<file path="config.mk">
export PLATFORM = sky130hd
export DESIGN_NAME = shift_sequencer_flat
export DESIGN_NICKNAME = d
export VERILOG_FILES = /design/src/rtl/shift_sequencer_if.sv /design/src/rtl/shift_sequencer.sv /design/src/flat_wrapper.sv
export SDC_FILE = /design/constraint.sdc
export NUM_CORES = 1
export LEC_CHECK = 0
export ABC_AREA = 1
export CAP_MARGIN = 20
export CORE_MARGIN = 2
export CORE_UTILIZATION = 29
export CTS_BUF_LIST = sky130_fd_sc_hd__clkbuf_4
export CTS_CLUSTER_DIAMETER = 30
export DETAILED_ROUTE_END_ITERATION = 7
export GPL_ROUTABILITY_DRIVEN = 0
export PLACE_DENSITY = 0.55
export SYNTH_ARGS = -nofsm -noshare
export SYNTH_HDL_FRONTEND = slang
export SYNTH_SLANG_ARGS = --single-unit
</file>
<file path="constraint.sdc">
create_clock -name clk_i -period 4.13 [get_ports clk_i]
set_clock_uncertainty 0.2 [all_clocks]
set_input_delay 0.826 -clock clk_i [delete_from_list [all_inputs] [get_ports clk_i]]
set_output_delay 0.826 -clock clk_i [all_outputs]
set_load 0.02 [all_outputs]
</file>
<file path="src/rtl/shift_sequencer_if.sv">
`default_nettype none
// +------------------------------------------------------------------+
// | shift_sequencer_if : word handshake plus shift-register controls |
// | Rev 1.0                                                          |
// +------------------------------------------------------------------+
interface shift_sequencer_if #(
  parameter int WIDTH = 8
);
  logic             in_valid_i;
  logic             in_ready_o;
  logic [WIDTH-1:0] in_word_i;
  logic             in_dir_i;
  logic             abort_i;
  logic             sr_en_o;
  logic             sr_dir_o;
  logic             sr_data_o;
  logic             busy_o;
  logic             done_o;

  modport slave (
    input  in_valid_i, in_word_i, in_dir_i, abort_i,
    output in_ready_o, sr_en_o, sr_dir_o, sr_data_o, busy_o, done_o
  );

  modport master (
    output in_valid_i, in_word_i, in_dir_i, abort_i,
    input  in_ready_o, sr_en_o, sr_dir_o, sr_data_o, busy_o, done_o
  );
endinterface
`default_nettype wire

</file>
<file path="src/rtl/shift_sequencer.sv">
`default_nettype none
// +------------------------------------------------------------------+
// | shift_sequencer : serialises a word into a WIDTH-bit shift reg   |
// | Rev 1.0                                                          |
// +------------------------------------------------------------------+
module shift_sequencer #(
  parameter int WIDTH      = 8,
  parameter int GAP_CYCLES = 0
) (
  input  wire logic        clk_i,
  input  wire logic        rstn_i,
  shift_sequencer_if.slave bus
);
  localparam int c_BIT_W = $clog2(WIDTH);
  localparam int c_GAP_W = (GAP_CYCLES > 0) ? $clog2(GAP_CYCLES + 1) : 1;
  localparam logic [c_BIT_W-1:0] c_BIT_LAST = c_BIT_W'(WIDTH - 1);
  localparam logic [c_GAP_W-1:0] c_GAP_LAST = c_GAP_W'((GAP_CYCLES > 0) ? GAP_CYCLES - 1 : 0);

  localparam logic [1:0] c_IDLE  = 2'd0;
  localparam logic [1:0] c_SHIFT = 2'd1;
  localparam logic [1:0] c_GAP   = 2'd2;
  localparam logic [1:0] c_DONE  = 2'd3;

  logic [1:0]         r_state;
  logic [WIDTH-1:0]   r_word;
  logic               r_dir;
  logic [c_BIT_W-1:0] r_bit_cnt;
  logic [c_GAP_W-1:0] r_gap_cnt;
  logic [c_BIT_W-1:0] w_bit_idx;

  always_ff @(posedge clk_i) begin
    if (!rstn_i) begin
      r_state   <= c_IDLE;
      r_word    <= '0;
      r_dir     <= 1'b0;
      r_bit_cnt <= '0;
      r_gap_cnt <= '0;
    end else begin
      case (r_state)
        c_IDLE: begin
          if (bus.in_valid_i) begin
            r_word    <= bus.in_word_i;
            r_dir     <= bus.in_dir_i;
            r_bit_cnt <= '0;
            r_state   <= c_SHIFT;
          end
        end
        c_SHIFT: begin
          if (bus.abort_i) begin
            r_state <= c_IDLE;
          end else if (r_bit_cnt == c_BIT_LAST) begin
            r_state <= c_DONE;
          end else begin
            r_bit_cnt <= r_bit_cnt + c_BIT_W'(1);
            if (GAP_CYCLES > 0) begin
              r_gap_cnt <= '0;
              r_state   <= c_GAP;
            end
          end
        end
        c_GAP: begin
          if (bus.abort_i) begin
            r_state <= c_IDLE;
          end else if (r_gap_cnt == c_GAP_LAST) begin
            r_state <= c_SHIFT;
          end else begin
            r_gap_cnt <= r_gap_cnt + c_GAP_W'(1);
          end
        end
        c_DONE:  r_state <= c_IDLE;
        default: r_state <= c_IDLE;
      endcase
    end
  end

  // Left shifts send MSB first, right shifts LSB first, so the word lands in original order.
  assign w_bit_idx = r_dir ? r_bit_cnt : (c_BIT_LAST - r_bit_cnt);

  assign bus.in_ready_o = (r_state == c_IDLE);
  assign bus.sr_en_o    = (r_state == c_SHIFT);
  assign bus.sr_dir_o   = r_dir;
  assign bus.sr_data_o  = (r_state == c_SHIFT) & r_word[w_bit_idx];
  assign bus.busy_o     = (r_state != c_IDLE);
  assign bus.done_o     = (r_state == c_DONE);
endmodule
`default_nettype wire

</file>
<file path="src/flat_wrapper.sv">
// flat-port wrapper written by rule: the top's interface ports become plain ports
module shift_sequencer_flat 
#(
  parameter int WIDTH      = 8,
  parameter int GAP_CYCLES = 0
)
  (clk_i, rstn_i, bus_in_valid_i, bus_in_word_i, bus_in_dir_i, bus_abort_i, bus_in_ready_o, bus_sr_en_o, bus_sr_dir_o, bus_sr_data_o, bus_busy_o, bus_done_o);
  shift_sequencer_if #(.WIDTH(WIDTH)) bus_i ();
  input  wire logic clk_i;
  input  wire logic rstn_i;
  input wire logic [$bits(bus_i.in_valid_i)-1:0] bus_in_valid_i;
  input wire logic [$bits(bus_i.in_word_i)-1:0] bus_in_word_i;
  input wire logic [$bits(bus_i.in_dir_i)-1:0] bus_in_dir_i;
  input wire logic [$bits(bus_i.abort_i)-1:0] bus_abort_i;
  output wire logic [$bits(bus_i.in_ready_o)-1:0] bus_in_ready_o;
  output wire logic [$bits(bus_i.sr_en_o)-1:0] bus_sr_en_o;
  output wire logic [$bits(bus_i.sr_dir_o)-1:0] bus_sr_dir_o;
  output wire logic [$bits(bus_i.sr_data_o)-1:0] bus_sr_data_o;
  output wire logic [$bits(bus_i.busy_o)-1:0] bus_busy_o;
  output wire logic [$bits(bus_i.done_o)-1:0] bus_done_o;
  assign bus_i.in_valid_i = bus_in_valid_i;
  assign bus_i.in_word_i = bus_in_word_i;
  assign bus_i.in_dir_i = bus_in_dir_i;
  assign bus_i.abort_i = bus_abort_i;
  assign bus_in_ready_o = bus_i.in_ready_o;
  assign bus_sr_en_o = bus_i.sr_en_o;
  assign bus_sr_dir_o = bus_i.sr_dir_o;
  assign bus_sr_data_o = bus_i.sr_data_o;
  assign bus_busy_o = bus_i.busy_o;
  assign bus_done_o = bus_i.done_o;
  shift_sequencer #(.WIDTH(WIDTH), .GAP_CYCLES(GAP_CYCLES)) u_core (.clk_i(clk_i), .rstn_i(rstn_i), .bus(bus_i));
endmodule
</file>
==> impl_metrics.toml, run 1 <==
[outcome]
outcome = "finished, final reports clean"

[yosys]
syn_inst = 103
yosysUniqueCellTypes = 19
ys.flop_type = "dfxtp_1"
async_flop_share_pct = 0
synth_compound_area_share_pct = 16.5
avgSynthCellArea_um2 = 6.91
synth_top_cell_area_share_pct = 39.4
synth-adder-area-share_pct = 3.51
seq_area_frac_synth_pct = 39.4
yosys.area.top_type = "dfxtp_1"
synthXorXnorAreaFrac_pct = 1.23
synth-edff-count = 0
synthMuxAreaShare_pct = 0
synth_seq_cells = 14
synth_area_um2 = 712
yosysMostFrequentCell = "nand2_1"
synthSimpleGateAreaFrac_pct = 27.1
syn_nets = 118
synth_area_leaders = "dfxtp_1 (39%), nand2_1 (8.4%), inv_1 (7.9%)"
synth_top_family_by_area = "simple AND/OR/NAND/NOR gates"
synth_warnings = 0
synth_common_cells = "nand2_1 (16), inv_1 (15), dfxtp_1 (14)"

[detailed_routing]
viasPerCell = 4.53
wl_um = 1500
route.detailed.drc = 0
first_pass_iters = 4
vias = 684
drt-initial-drc-count = 11
postRouteAntennaNets = 0
wl_per_cell_um = 9.92

[setup_path]
worst_ep_required_time_ps = 3100
r2r_cells = 8
crit_arrival_ps = 1900
r2r_setup_slack_ps = 2560
reg2reg_from = "u_core.r_bit_cnt[0]"
start_kind = "flip-flop"
startpoint = "u_core.bus.sr_dir_o"
regToRegEndpoint = "u_core.r_bit_cnt[1]"
crit_end = "bus_sr_data_o"
path_class = "flip-flop to output pin"
cp_max_fo = 6
worstSetupEndpointType = "output pin"

[finish]
fin_cells = 151
syn_to_final_growth_pct = 31.8
drive_above_1_share_pct = 12.2
finalCoreUtilization_pct = 41.2
nets = 139
diodes = 0

[floorplan]
ios = 19
die_w_um = 53.5
initial_core_util_pct = 31.3
fp.dieArea_um2 = 2870
die_h_um = 53.5
core_um2 = 2280
num_rows = 17

[sta]
period_minus_slack_ps = 2930
final_hold_viol_count = 0
setup_viol = 0
setup_tns_ps = 0
slew_headroom_pct = 75.4
period_share_pct = 70.9
max_slew.worst_pin.slew_ps = 367
rsz0062_at_grt = "no"
drv_slew = 0
fmax_ghz = 0.341

[clock_network]
cts_tree = "built"
postCtsSetupBuffers = 0
clk_latency_ps = 290
numCtsBuffers = 3
clock_path_buffers = 2
post_cts_resized = 0
h-tree-depth = 1
cts-root-buf = "clkbuf_4"
clkTransAtPathRegs_ps = 90
ctsHoldBuffers = 0
clkSinkCount = 14

[global_route]
grt_util_all_layers_pct = 12.9
grt_pass1_wl_um = 2620
grt-ovfl-total = 0
grt_max_degree = 18
grt_pass1_vias = 648
antenna_found_initial = 0

[placement]
dp_cells = 147
port_buffers = 18
dp_hpwl_um = 1140

[hold_path]
hp-start = "u_core.r_word[4]"
hp-class = "flip-flop to flip-flop"

[pwr]
total_power_w = 0.000308
ir_worst_vdd_mv = 0.179
p_leak_nw = 0.418
power_density_nw_per_um2 = 328

[flow_run]
maxCapViolations = 0
layout by cell type, fill, tap and decap left out, types with 2 or more instances in the layout:
| cell | n |
|---|---|
| nor2_1 | 11 |
| nand2_1 | 16 |
| o21ai_1 | 4 |
| nand3_1 | 8 |
| o21ai_0 | 6 |
| nand2_2 | 5 |
| ha_1 | 2 |
| clkdlybuf4s50_1 | 18 |
| a21oi_1 | 10 |
| o21ai_2 | 2 |
| dfxtp_1 | 14 |
| inv_2 | 3 |
| clkbuf_4 | 3 |
| inv_1 | 15 |
layer usage:
metal / vias up / wire length, µm / track usage [%]
met3: 2 / 94 / 5.83
met4: 0 / 12 / 3.85
met5: - / 0 / 0
met2: 13 / 690 / 21.2
li1: 367 / - / -
met1: 302 / 700 / 14.9
registers in the layout, indices dropped and copies added (netlist names):
register and count:
u_core.bus.sr_dir_o 1, u_core.r_bit_cnt 3, u_core.r_state 2, u_core.r_word 8
logic make-up after synthesis:
family | count (synthesis)
XOR/XNOR | 1
AO/OA/AOI/OAI | 22
flip-flops | 14
adder cells (fa/ha/maj) | 2
AND/OR/NAND/NOR | 43
buffers and inverters | 21
final cells by class:
| class | count | area, µm² |
|---|---|---|
| Fill cell | 246 | 1340 |
| Timing Repair Buffer | 18 | 180 |
| Clock buffer | 3 | 22.5 |
| Clock inverter | 1 | 3.75 |
| Tap cell | 28 | 35.0 |
| Inverter | 19 | 72.6 |
| Multi-Input combinational cell | 68 | 344 |
| Sequential cell | 14 | 280 |
power by group:
part           internal, W  leakage [nW]   total, W  switching [W]
Combinational    0.0000344         0.287  0.0000757      0.0000413
Sequential        0.000144         0.115   0.000150     0.00000573
Clock            0.0000351        0.0154  0.0000820      0.0000469
through the flow:
step	hold slack [ps]	setup WS [ps]	instance area, µm²
floorplan	230	1850	712
global placement	250	1530	912
detailed placement	252	1510	912
CTS	267	1180	938
global route	304	1040	938
finish	259	1200	938
critical path, stage by stage, from the launching register on:
cell	delay, ps
dfxtp_1	450
inv_2	90
nand2_1	80
nand2_2	80
clkinv_2	60
o21ai_2	40
nor2_1	80
nor2_1	50
nor2_1	90
clkdlybuf4s50_1	600
how the worst min path moves through the flow:
stage	to	slack (ps)	cells after the start
6_report	u_core.r_word[4]	260	2
4_1_cts	u_core.r_word[4]	270	2
2_1_floorplan	u_core.r_word[1]	230	2
3_5_place_dp	u_core.r_word[1]	250	2
3_3_place_gp	u_core.r_word[4]	250	2
5_1_grt	u_core.r_word[1]	300	2
Power figures use the tool's default switching activity.
==> run 2: changes to the inputs <==
--- a/config.mk
+++ b/config.mk
@@ -13,7 +13,7 @@
 export CTS_CLUSTER_DIAMETER = 30
 export DETAILED_ROUTE_END_ITERATION = 7
 export GPL_ROUTABILITY_DRIVEN = 0
-export PLACE_DENSITY = 0.55
+export PLACE_DENSITY = 0.57
 export SYNTH_ARGS = -nofsm -noshare
 export SYNTH_HDL_FRONTEND = slang
 export SYNTH_SLANG_ARGS = --single-unit
==> constraint.sdc (replaced) <==
create_clock -name clk_i -period 2.55 [get_ports clk_i]
set_clock_uncertainty 0.2 [all_clocks]
set_input_delay 0.51 -clock clk_i [delete_from_list [all_inputs] [get_ports clk_i]]
set_output_delay 0.51 -clock clk_i [all_outputs]
set_load 0.02 [all_outputs]
==> run 2 against run 1 <==
  * Worst hold slack got worse by 2.6 ps
  * Core utilization decreased by 0.16 points
  * Setup slack got worse by 920 ps
  * Total power increased by 57%
  * Via count unchanged
  * Routed wire length decreased by 1.7%
==> impl_metrics.toml, run 2 (synthesis results as in run 1) <==
[hold_path]
hp-class = "flip-flop to flip-flop"
holdPathStages = 2
hp-start = "u_core.r_word[4]"
hold_end = "u_core.r_word[4]"

[detailed_routing]
wl_per_cell_um = 9.82
wl_um = 1470
viasPerCell = 4.56
route.detailed.drc = 0
drt-initial-drc-count = 7
postRouteAntennaNets = 0
vias = 684
first_pass_iters = 4

[setup_path]
worst_ep_required_time_ps = 1840
path_class = "flip-flop to output pin"
start_kind = "flip-flop"
regToRegEndpoint = "u_core.r_bit_cnt[2]"
r2r_cells = 8
r2r_setup_slack_ps = 990
reg2reg_from = "u_core.r_bit_cnt[0]"
worstSetupEndpointType = "output pin"
crit_arrival_ps = 1560
cp_max_fo = 6

[sta]
max_slew.worst_pin.slew_ps = 393
drv_slew = 0
period_minus_slack_ps = 2270
rsz0062_at_grt = "no"
setup_viol = 0
setup_tns_ps = 0
period_share_pct = 89.1
fmax_ghz = 0.440
slew_headroom_pct = 73.7
final_hold_viol_count = 0

[global_route]
grt_max_degree = 18
antenna_found_initial = 0
grt-ovfl-total = 0
grt_pass1_vias = 642
grt_pass1_wl_um = 2550
grt_util_all_layers_pct = 12.5

[pwr]
power_density_nw_per_um2 = 518
ir_worst_vdd_mv = 0.337
p_leak_nw = 0.421

[clock_network]
clkTransAtPathRegs_ps = 70
clkSinkCount = 14
cts-root-buf = "clkbuf_4"
cts_tree = "built"
h-tree-depth = 1
clock_path_buffers = 2
post_cts_resized = 2
numCtsBuffers = 3
ctsHoldBuffers = 0
clk_latency_ps = 270
postCtsSetupBuffers = 0

[finish]
nets = 139
nFillCells = 246
finalCoreUtilization_pct = 41.1
top_register = "u_core.r_word"
reg_top3 = "u_core.r_word x8, u_core.r_bit_cnt x3, u_core.r_state x2"
final_common_cell = "clkdlybuf4s50_1"
final_cell_mix = "clkdlybuf4s50_1 (17), nand2_1 (16), inv_1 (15)"
diodes = 0
largest_reg_flops = 8
syn_to_final_growth_pct = 31.3
drive_above_1_share_pct = 13.1

[floorplan]
die_w_um = 53.5
ios = 19
num_rows = 17
core_um2 = 2280
initial_core_util_pct = 31.3
fp.dieArea_um2 = 2870
die_h_um = 53.5

[placement]
port_buffers = 18
dp_hpwl_um = 1160

[flow_run]
maxCapViolations = 0

[outcome]
outcome = "finished, final reports clean"
run 2: stage by stage:
stage	setup WS, ps	power, W	hold WS [ps]	instances	cell area (µm²)
after floorplan	589	0.000327	230	103	712
final	278	0.000484	256	150	935
after global routing	95.2	0.000522	286	150	935
after CTS	240	0.000497	262	150	935
after detailed placement	243	0.000372	250	147	912
after global placement	271	0.000371	248	147	912
run 2: routing by layer:
metal,part of all wire [%],vias to the layer above,GRT usage [%]
met5,0,-,0
met1,47,304,14.1
li1,-,365,-
met2,46,15,21.2
met3,6.8,0,6.11
met4,0,0,2.56
run 2: cell type report:
class	count	area [µm²]	share of cell area, %
Multi-Input combinational cell	68	344	36.8
Sequential cell	14	282	30.1
Timing Repair Buffer	18	179	19.1
Inverter	19	72.6	7.76
Tap cell	28	35.0	3.75
Clock buffer	3	22.5	2.41
run 2: how the worst max path moves through the flow:
stage	start	to	slack, ps	cells after the start
after floorplan	u_core.bus.sr_dir_o	bus_sr_data_o	590	8
after CTS	u_core.r_bit_cnt[0]	bus_sr_data_o	240	9
after detailed placement	u_core.bus.sr_dir_o	bus_sr_data_o	240	9
after global placement	u_core.bus.sr_dir_o	bus_sr_data_o	270	9
after global routing	u_core.r_bit_cnt[0]	bus_sr_data_o	100	9
final	u_core.r_bit_cnt[0]	bus_sr_data_o	280	9
run 2: power breakdown:
part,internal [W],switching [W]
combinational,0.0000548,0.0000661
clock,0.0000547,0.0000656
sequential,0.000234,0.00000908
run 2: critical path, stage by stage, from the launching register on:
cell,delay [ps]
dfxtp_1,410
inv_1,90
nand2_1,90
nand2_2,70
nand2_1,60
nand3_1,70
nand2_1,60
nor2_1,40
nor2_1,80
dlygate4sd2_1,330
